[config.mk]
export PLATFORM = sky130hd
export DESIGN_NAME = id_wb_scoreboard
export DESIGN_NICKNAME = d
export VERILOG_FILES = /design/src/rtl/cpu_types_pkg.sv /design/src/rtl/wb_port_arbiter.sv /design/src/rtl/id_wb_scoreboard.sv
export SDC_FILE = /design/constraint.sdc
export NUM_CORES = 1
export LEC_CHECK = 0
export CAP_MARGIN = 30
export CORE_ASPECT_RATIO = 2
export CORE_UTILIZATION = 30
export CTS_BUF_LIST = sky130_fd_sc_hd__clkbuf_8
export DETAILED_ROUTE_END_ITERATION = 10
export HOLD_SLACK_MARGIN = 0.06
export PLACE_DENSITY_LB_ADDON = 0.15
export SETUP_SLACK_MARGIN = 0.1
export SYNTH_ARGS = -nofsm -noshare
export SYNTH_HDL_FRONTEND = slang
export SYNTH_SLANG_ARGS = --single-unit
[constraint.sdc]
create_clock -name clk -period 8.55 [get_ports clk]
set_input_delay 1.71 -clock clk [delete_from_list [all_inputs] [get_ports clk]]
set_output_delay 1.71 -clock clk [all_outputs]
set_load 0.01 [all_outputs]
[src/rtl/cpu_types_pkg.sv]
// Shared CPU datapath types: register index, data word and writeback payload.
package cpu_types_pkg;

    localparam int unsigned NUM_REGS  = 32;
    localparam int unsigned REG_IDX_W = 5;
    localparam int unsigned WORD_W    = 32;

    typedef logic [REG_IDX_W-1:0] reg_idx_t;
    typedef logic [WORD_W-1:0]    word_t;

    // One regfile write: destination index plus data.
    typedef struct packed {
        reg_idx_t rd;
        word_t    data;
    } wb_req_t;

endpackage

[src/rtl/wb_port_arbiter.sv]
// Regfile write-port arbiter: fixed priority for the in-order pipe, with a
// starvation counter that forces the long-latency unit through.
//   clk, rst       : clock, async active-high reset
//   pipe_valid     : in-order writeback present
//   long_valid     : long-unit result present
//   pipe_hold      : starvation limit reached; pipe (incl. WB) holds this cycle
//   long_ready     : long result may be accepted this cycle
//   pipe_grant     : pipe owns the write port this cycle
//   long_accept    : long result accepted this cycle
module wb_port_arbiter #(
    parameter int unsigned STARVE_LIMIT = 3
) (
    input  logic clk,
    input  logic rst,
    input  logic pipe_valid,
    input  logic long_valid,
    output logic pipe_hold,
    output logic long_ready,
    output logic pipe_grant,
    output logic long_accept
);

    localparam int unsigned SW = $clog2(STARVE_LIMIT + 1);

    logic [SW-1:0] starve_cnt;
    logic [SW-1:0] starve_cnt_n;

    // Decoded from registered state, so stable from the start of the cycle.
    assign pipe_hold   = (starve_cnt == SW'(STARVE_LIMIT));
    assign long_ready  = pipe_hold | ~pipe_valid;
    assign pipe_grant  = pipe_valid & ~pipe_hold;
    assign long_accept = long_valid & long_ready;

    // Count consecutive denied cycles; any accept or idle cycle clears it.
    always_comb begin
        starve_cnt_n = '0;
        if (long_valid && !long_ready) begin
            if (starve_cnt != SW'(STARVE_LIMIT))
                starve_cnt_n = starve_cnt + SW'(1);
            else
                starve_cnt_n = starve_cnt;
        end
    end

    always_ff @(posedge clk or posedge rst) begin
        if (rst)
            starve_cnt <= '0;
        else
            starve_cnt <= starve_cnt_n;
    end

endmodule

[src/rtl/id_wb_scoreboard.sv]
// Decode-stage register scoreboard and regfile write-port scheduler.
// Tracks destinations owned by in-flight long-latency ops, stalls decode on
// RAW/WAW hazards or a full long unit, and muxes pipe/long writebacks onto
// the single regfile write port.
//   clk, rst                          : clock, async active-high reset
//   issue_valid/rs1/rs2/rd/long       : decode instruction
//   issue_stall                       : decode must hold
//   pipe_wb_valid/rd/data             : in-order writeback (no ready)
//   pipe_hold                         : whole pipe holds this cycle
//   long_wb_valid/rd/data, long_wb_ready : long-unit result handshake
//   rf_load/rf_dest/rf_in             : regfile write port
//   busy                              : scoreboard bits (debug)
module id_wb_scoreboard
    import cpu_types_pkg::*;
#(
    parameter int unsigned MAX_OUTSTANDING = 4,
    parameter int unsigned STARVE_LIMIT    = 3
) (
    input  logic                clk,
    input  logic                rst,
    input  logic                issue_valid,
    input  reg_idx_t            issue_rs1,
    input  reg_idx_t            issue_rs2,
    input  reg_idx_t            issue_rd,
    input  logic                issue_long,
    output logic                issue_stall,
    input  logic                pipe_wb_valid,
    input  reg_idx_t            pipe_wb_rd,
    input  word_t               pipe_wb_data,
    output logic                pipe_hold,
    input  logic                long_wb_valid,
    input  reg_idx_t            long_wb_rd,
    input  word_t               long_wb_data,
    output logic                long_wb_ready,
    output logic                rf_load,
    output reg_idx_t            rf_dest,
    output word_t               rf_in,
    output logic [NUM_REGS-1:0] busy
);

    localparam int unsigned OW = $clog2(MAX_OUTSTANDING + 1);

    logic [OW-1:0]       out_cnt;
    logic [OW-1:0]       out_cnt_n;
    logic [NUM_REGS-1:0] busy_n;
    logic                hazard;
    logic                issue_acc_long;
    logic                pipe_grant;
    logic                long_accept;
    wb_req_t             wb_sel;

    wb_port_arbiter #(
        .STARVE_LIMIT (STARVE_LIMIT)
    ) u_arb (
        .clk         (clk),
        .rst         (rst),
        .pipe_valid  (pipe_wb_valid),
        .long_valid  (long_wb_valid),
        .pipe_hold   (pipe_hold),
        .long_ready  (long_wb_ready),
        .pipe_grant  (pipe_grant),
        .long_accept (long_accept)
    );

    // RAW on either source, WAW on destination, or long unit full. x0 never hazards.
    always_comb begin
        hazard = 1'b0;
        if (issue_valid) begin
            if (issue_rs1 != '0 && busy[issue_rs1]) hazard = 1'b1;
            if (issue_rs2 != '0 && busy[issue_rs2]) hazard = 1'b1;
            if (issue_rd  != '0 && busy[issue_rd])  hazard = 1'b1;
            if (issue_long && out_cnt == OW'(MAX_OUTSTANDING)) hazard = 1'b1;
        end
    end

    assign issue_stall    = hazard | pipe_hold;
    assign issue_acc_long = issue_valid & ~issue_stall & issue_long;

    // Write-port mux; writes to x0 are suppressed.
    always_comb begin
        wb_sel  = '0;
        rf_load = 1'b0;
        if (pipe_grant) begin
            wb_sel  = '{rd: pipe_wb_rd, data: pipe_wb_data};
            rf_load = (pipe_wb_rd != '0);
        end else if (long_accept) begin
            wb_sel  = '{rd: long_wb_rd, data: long_wb_data};
            rf_load = (long_wb_rd != '0);
        end
        rf_dest = wb_sel.rd;
        rf_in   = wb_sel.data;
    end

    // Clear on retire before set on issue; WAW stalls prevent a same-index collision.
    always_comb begin
        busy_n = busy;
        if (long_accept && long_wb_rd != '0)
            busy_n[long_wb_rd] = 1'b0;
        if (issue_acc_long && issue_rd != '0)
            busy_n[issue_rd] = 1'b1;
    end

    always_comb begin
        out_cnt_n = out_cnt;
        case ({issue_acc_long, long_accept})
            2'b10:   out_cnt_n = out_cnt + OW'(1);
            2'b01:   out_cnt_n = out_cnt - OW'(1);
            default: out_cnt_n = out_cnt;
        endcase
    end

    always_ff @(posedge clk or posedge rst) begin
        if (rst) begin
            busy    <= '0;
            out_cnt <= '0;
        end else begin
            busy    <= busy_n;
            out_cnt <= out_cnt_n;
        end
    end

    // A retire with nothing outstanding is a long-unit protocol error.
    always @(posedge clk) begin
        if (!rst)
            assert (!(long_accept && !issue_acc_long && out_cnt == '0))
                else $error("id_wb_scoreboard: out_cnt underflow");
    end

endmodule

---- Yosys cells after proc, flatten, opt, wreduce, memory -nomap -nowiden ----
Cells that the tools add are included.
cells by class
  add/sub/neg operators ................... 3
  magnitude comparators ................... 6
  equal/unequal tests ..................... 6
  multiplexer cells ....................... 24
  bitwise logic cells ..................... 12
  reductions and logical operators ........ 16
operators by type and width
  operator                                                                number
  37-bit two-way mux                                                      2
  32-bit two-way mux                                                      2
  32-bit bitwise AND                                                      1
  32-bit NOT                                                              1
  32-bit OR                                                               1
  5-bit nonzero test                                                      5
  5-bit by 6-bit < comparator with 1-bit output (second input constant)   4
  1-bit binary-select mux with 5-bit select                               3
  1-bit two-way mux                                                       12
  1-bit demux with 5-bit select                                           2
  5-bit by 1-bit >= comparator with 1-bit output (second input constant)  2
  1-bit logical AND                                                       9
  3-bit case mux with 2 select lines                                      1
  1-bit bitwise AND                                                       4
  2-bit equality test (second input constant)                             2
  2-bit two-way mux                                                       2
  2-bit inequality test (second input constant)                           2
  3-bit by 1-bit adder with 3-bit output (second input constant)          1
  3-bit equality test (second input constant)                             1
  1-bit NOT                                                               3
  3-bit by 1-bit subtractor with 3-bit output (second input constant)     1
  2-bit by 1-bit adder with 2-bit output (second input constant)          1
  2-bit by 1-bit equality test with 1-bit output (second input constant)  1
  1-bit OR                                                                2
  other kinds (2)                                                         2
word-level totals
  bits in registers ....................... 37
  input port bits ......................... 95
  output and inout bits ................... 73
  word-level logic and storage cells ...... 70

---- Depth between registers and ports, before layout ----
  word-level depth ........................ 14
  gate-level depth with buffers ........... 14
  gate-level depth less buffers ........... 12

---- Cells and area by module ----
From an unflattened synthesis, not the netlist that was laid out.
unflattened totals
  cell total of the unflattened synthesis .. 326
  area total of the unflattened synthesis .. 3160.5 µm²
by module, submodules not included
  module            instances  cells an instance  area an instance (µm²)  sequential area each (µm²)
  id_wb_scoreboard  1          317                3050.4                  875.8
  wb_port_arbiter   1          9                  110.1                   50.0

---- Worst setup path before layout ----
Ideal clock, no wire load.
  path type ............................... input port to output port
  start ................................... input port issue_rd[0]
  end ..................................... output port issue_stall
  arrival time ............................ 3373 ps
  data required time ...................... 6840 ps
  slack ................................... 3467 ps
  cell stages on the path ................. 7
  buffers on the path ..................... 1
  cell sequence ........................... buf_6 mux2_4 and3_4 or4_4 a211oi_2 o21bai_1 a31oi_1
on the way
  longest elaborated chain between the ends .. 7
  elaborated cells between the ends (all ways) .. 8
  classes of those cells .................. 5 x mux; 1 x bitwise; 2 x reduce/logical
ends and longest elaborated chain
  element                                    line                    RTL
  from (decl)                                id_wb_scoreboard.sv:24  input reg_idx_t issue_rd,
  1-bit binary-select mux with 5-bit select  id_wb_scoreboard.sv:71  if (issue_rd != '0 && busy[issue_rd]) hazard = 1'b1;
  1-bit two-way mux (not written as such)    id_wb_scoreboard.sv:71
  1-bit logical AND *                        id_wb_scoreboard.sv:71
  1-bit two-way mux *                        id_wb_scoreboard.sv:71
  1-bit two-way mux *                        id_wb_scoreboard.sv:72  if (issue_long && out_cnt == OW'(MAX_OUTSTANDING)) hazard = 1'b1;
  1-bit two-way mux *                        id_wb_scoreboard.sv:68  if (issue_valid) begin
  1-bit OR *                                 id_wb_scoreboard.sv:76  assign issue_stall = hazard | pipe_hold;
  to (decl)                                  id_wb_scoreboard.sv:26  output logic issue_stall,
Mark *: on every way between the ends. The rest lies on a longest branch, timed or not. The select of a mux whose other input is x is not followed.

---- Worst setup path in the final report ----
Ends and elaborated chain as after synthesis.

==> impl_metrics.csv <==
group,metric,value,unit
sta,rsz0062_at_grt,"no",
drt,ant_nets,0,
drt,wl_per_cell,19.3,um
yosys,synth-seq-cells,37,
place,place_inst,666,
place,gp_congestion,0.933,
pwr,p_sw,242,uW
yosys,netlist_area,3240,um2
cells_and_area,synthToLayoutAreaGrowth,56.0,%
place,dp_hpwl,10.2,mm
drt,drc_errors,0,
cells_and_area,drive_above_1_share,8.38,%
global_routing,grt_use_total,24.5,%
critical_path,r2r_start,"busy[21]",
pwr,power.total,704,uW
global_routing,overflow,0,
critical_path,worstSetupStartpointType,"input port",
cts,numCtsBuffers,5,
critical_path,crit_arrival,4.99,ns
place,port_buffers,167,
cts,h-tree-depth,2,
sta,timing.final.crit_share,78.4,%
cts,cts_hold_buffers,0,
sta,hold_viol_final,0,
drt,drt-pass1-iter-count,6,
cells_and_area,final_cell_mix,"clkdlybuf4s50_1 (167), nand2_1 (82), o21ai_0 (70)",
sta,tightest_slew,0.877,ns
sta,setup-tns-final,0,ns
cts,cts_resized,0,
sta,finalSetupViolations,0,
drt,viasPerCell,5.58,
critical_path,rrSetupSlack,5.44,ns
cts,clock-root-buffer,"clkbuf_8",
pwr,p_seq_share,35.2,%
critical_path,rr_worst_depth,6,
pwr,p_leak,1.99,nW
sta,layout_min_cycle_time,6.70,ns
floorplan,core,10500,um2
sta,skew,0.00812,ns
critical_path,crit_fanout,17,
critical_path,critPathKind,"input port to output port",
cts,cts_sinks,37,
sta,slew_headroom,41.3,%
floorplan,fp.dieW,75.5,um
cells_and_area,diodes,0,
critical_path,reg2reg_to,"busy[24]",
pwr,peakVddDrop,0.0000642,V
cts,clk_path_buf_depth,2,
yosys,synth_top_area_cell,"dfrtp_1",
min_path,worstHoldPathType,"flop to flop",
yosys,synth-main-ff-cell,"dfrtp_1",
pwr,p_sw_share,34.4,%
yosys,synthArstFlopShare,100,%
yosys,synth.distinct_cells,60,
sta,clock.fmax,149,MHz
drt,drt-total-wl,13.0,mm
run_status,status,"finished, final reports clean",
cts,cts_tree,"built",
pwr,combPwrFrac,41.7,%
global_routing,grt_pass1_vias,3857,
drt,drtIter0Drc,403,
yosys,synth_edf_count,0,
critical_path,cp.required,6.84,ns
critical_path,crit_start,"issue_rd[0]",
floorplan,dieArea,11200,um2
yosys,synth_cells,391,
yosys,yosysSeqAreaShare,28.6,%
yosys,synthTopCellsByArea,"dfrtp_1 (29%), o21ai_0 (11%), nand2_1 (9.5%)",
pwr,clock_power_share,23.1,%
global_routing,grt_max_degree,80,
sta,whs,0.440,ns
flow_run,maxCapViolations,0,
yosys,ys_warn_count,0,
cells_and_area,nets,634,
min_path,hold_depth,1,
global_routing,grt_antenna_before_repair,0,
floorplan,start_util,30.9,%
yosys,synth_nets,489,
global_routing,grt_pass1_wl,20.3,mm
yosys,synth_top_area_share,28.6,%
cts,cts_setup_buffers,0,
cells_and_area,fin_cells,674,
floorplan,pin_count,168,
pwr,power_density,139,nW/um2
critical_path,crit_path_end_kind,"output port",
sta,slew_violations,0,
drt,vias,3758,
floorplan,num_rows,53,
pwr,power.internal,462,uW
floorplan,die_h,149,um
cts,clk_latency,0.31,ns
yosys,postSynthAreaPerCell,8.28,um2
cts,clk_pin_slew,0.08,ns
cells_and_area,mostFrequentLayoutCell,"clkdlybuf4s50_1",
critical_path,critPathCapture,"issue_stall",
[cells in the mapped netlist (3+ instances only)]
cell type and number:
nand2_1 82, o31ai_1 31, o22ai_1 3, mux4_2 11, mux2_2 5, nor2b_1 5
mux2i_1 19, nand3_1 10, nor2_1 15, or3_1 6, o21ai_0 70, inv_1 9
buf_1 3, buf_6 5, dfrtp_1 37, clkbuf_1 19, nand3b_1 6
[critical path, cell delays in order]
cell,delay [ns]
clkdlybuf4s50_1,1.04
mux2_4,0.35
and3_4,0.17
or4_4,0.50
a211oi_2,0.31
o21bai_1,0.21
a31oi_1,0.16
clkdlybuf4s50_1,0.53
[power groups by stage]
stage,Clock (mW),Combinational [mW],Sequential [mW]
finish,0.162,0.294,0.248
global route,0.172,0.320,0.251
CTS,0.165,0.296,0.248
detailed placement,0,0.294,0.252
global placement,0,0.289,0.250
floorplan,0,0.144,0.240
[sequential cells by signal, summed over array words and instances, names as in the netlist]
| signal | count |
|---|---|
| u_arb.starve_cnt | 2 |
| busy | 32 |
| out_cnt | 3 |
[how the worst min path moves through the flow]
stage	from	to	slack [ns]
global route	u_arb.starve_cnt[0]	u_arb.starve_cnt[0]	0.45
finish	u_arb.starve_cnt[0]	u_arb.starve_cnt[0]	0.44
floorplan	u_arb.starve_cnt[0]	u_arb.starve_cnt[0]	0.41
CTS	u_arb.starve_cnt[0]	u_arb.starve_cnt[0]	0.44
global placement	u_arb.starve_cnt[0]	u_arb.starve_cnt[0]	0.42
detailed placement	u_arb.starve_cnt[0]	u_arb.starve_cnt[0]	0.43
[cell families (layout without fill, tap and decap cells)]
group                    after synthesis  in the layout  share of synthesized area [%]
AO/OA/AOI/OAI                        120            120                           22.8
XOR/XNOR                               3              3                          0.811
adder cells (fa/ha/maj)                3              3                           1.39
buffers and inverters                 41            187                           6.53
flip-flops                            37             37                           28.6
multiplexers                          38             38                           17.3
AND/OR/NAND/NOR                      149            149                           22.6
[layer usage]
layer | vias to the layer above | GRT usage, % | wire [um]
li1 | 1722 | - | -
met1 | 1756 | 25.5 | 4470
met2 | 230 | 43.7 | 6940
met3 | 50 | 4.39 | 935
met4 | 0 | 14.4 | 689
met5 | - | 0 | 0
[cell type report]
| cell class | instances | area (um2) |
|---|---|---|
| Clock buffer | 6 | 82.6 |
| Clock inverter | 2 | 37.5 |
| Fill cell | 1103 | 5420 |
| Inverter | 9 | 33.8 |
| Multi-Input combinational cell | 313 | 2110 |
| Sequential cell | 37 | 926 |
| Tap cell | 137 | 171 |
| Timing Repair Buffer | 170 | 1690 |
[through the flow]
step | utilization (%) | setup WS, ns | cell area (um2)
2_1_floorplan | - | 3.47 | 3240
3_3_place_gp | 47.1 | 1.91 | 4930
3_5_place_dp | 47.1 | 1.87 | 4930
4_1_cts | 48.2 | 1.85 | 5050
5_1_grt | 48.2 | 1.73 | 5050
6_report | 48.2 | 1.85 | 5050
No activity file was read; power rests on OpenSTA's default activity.
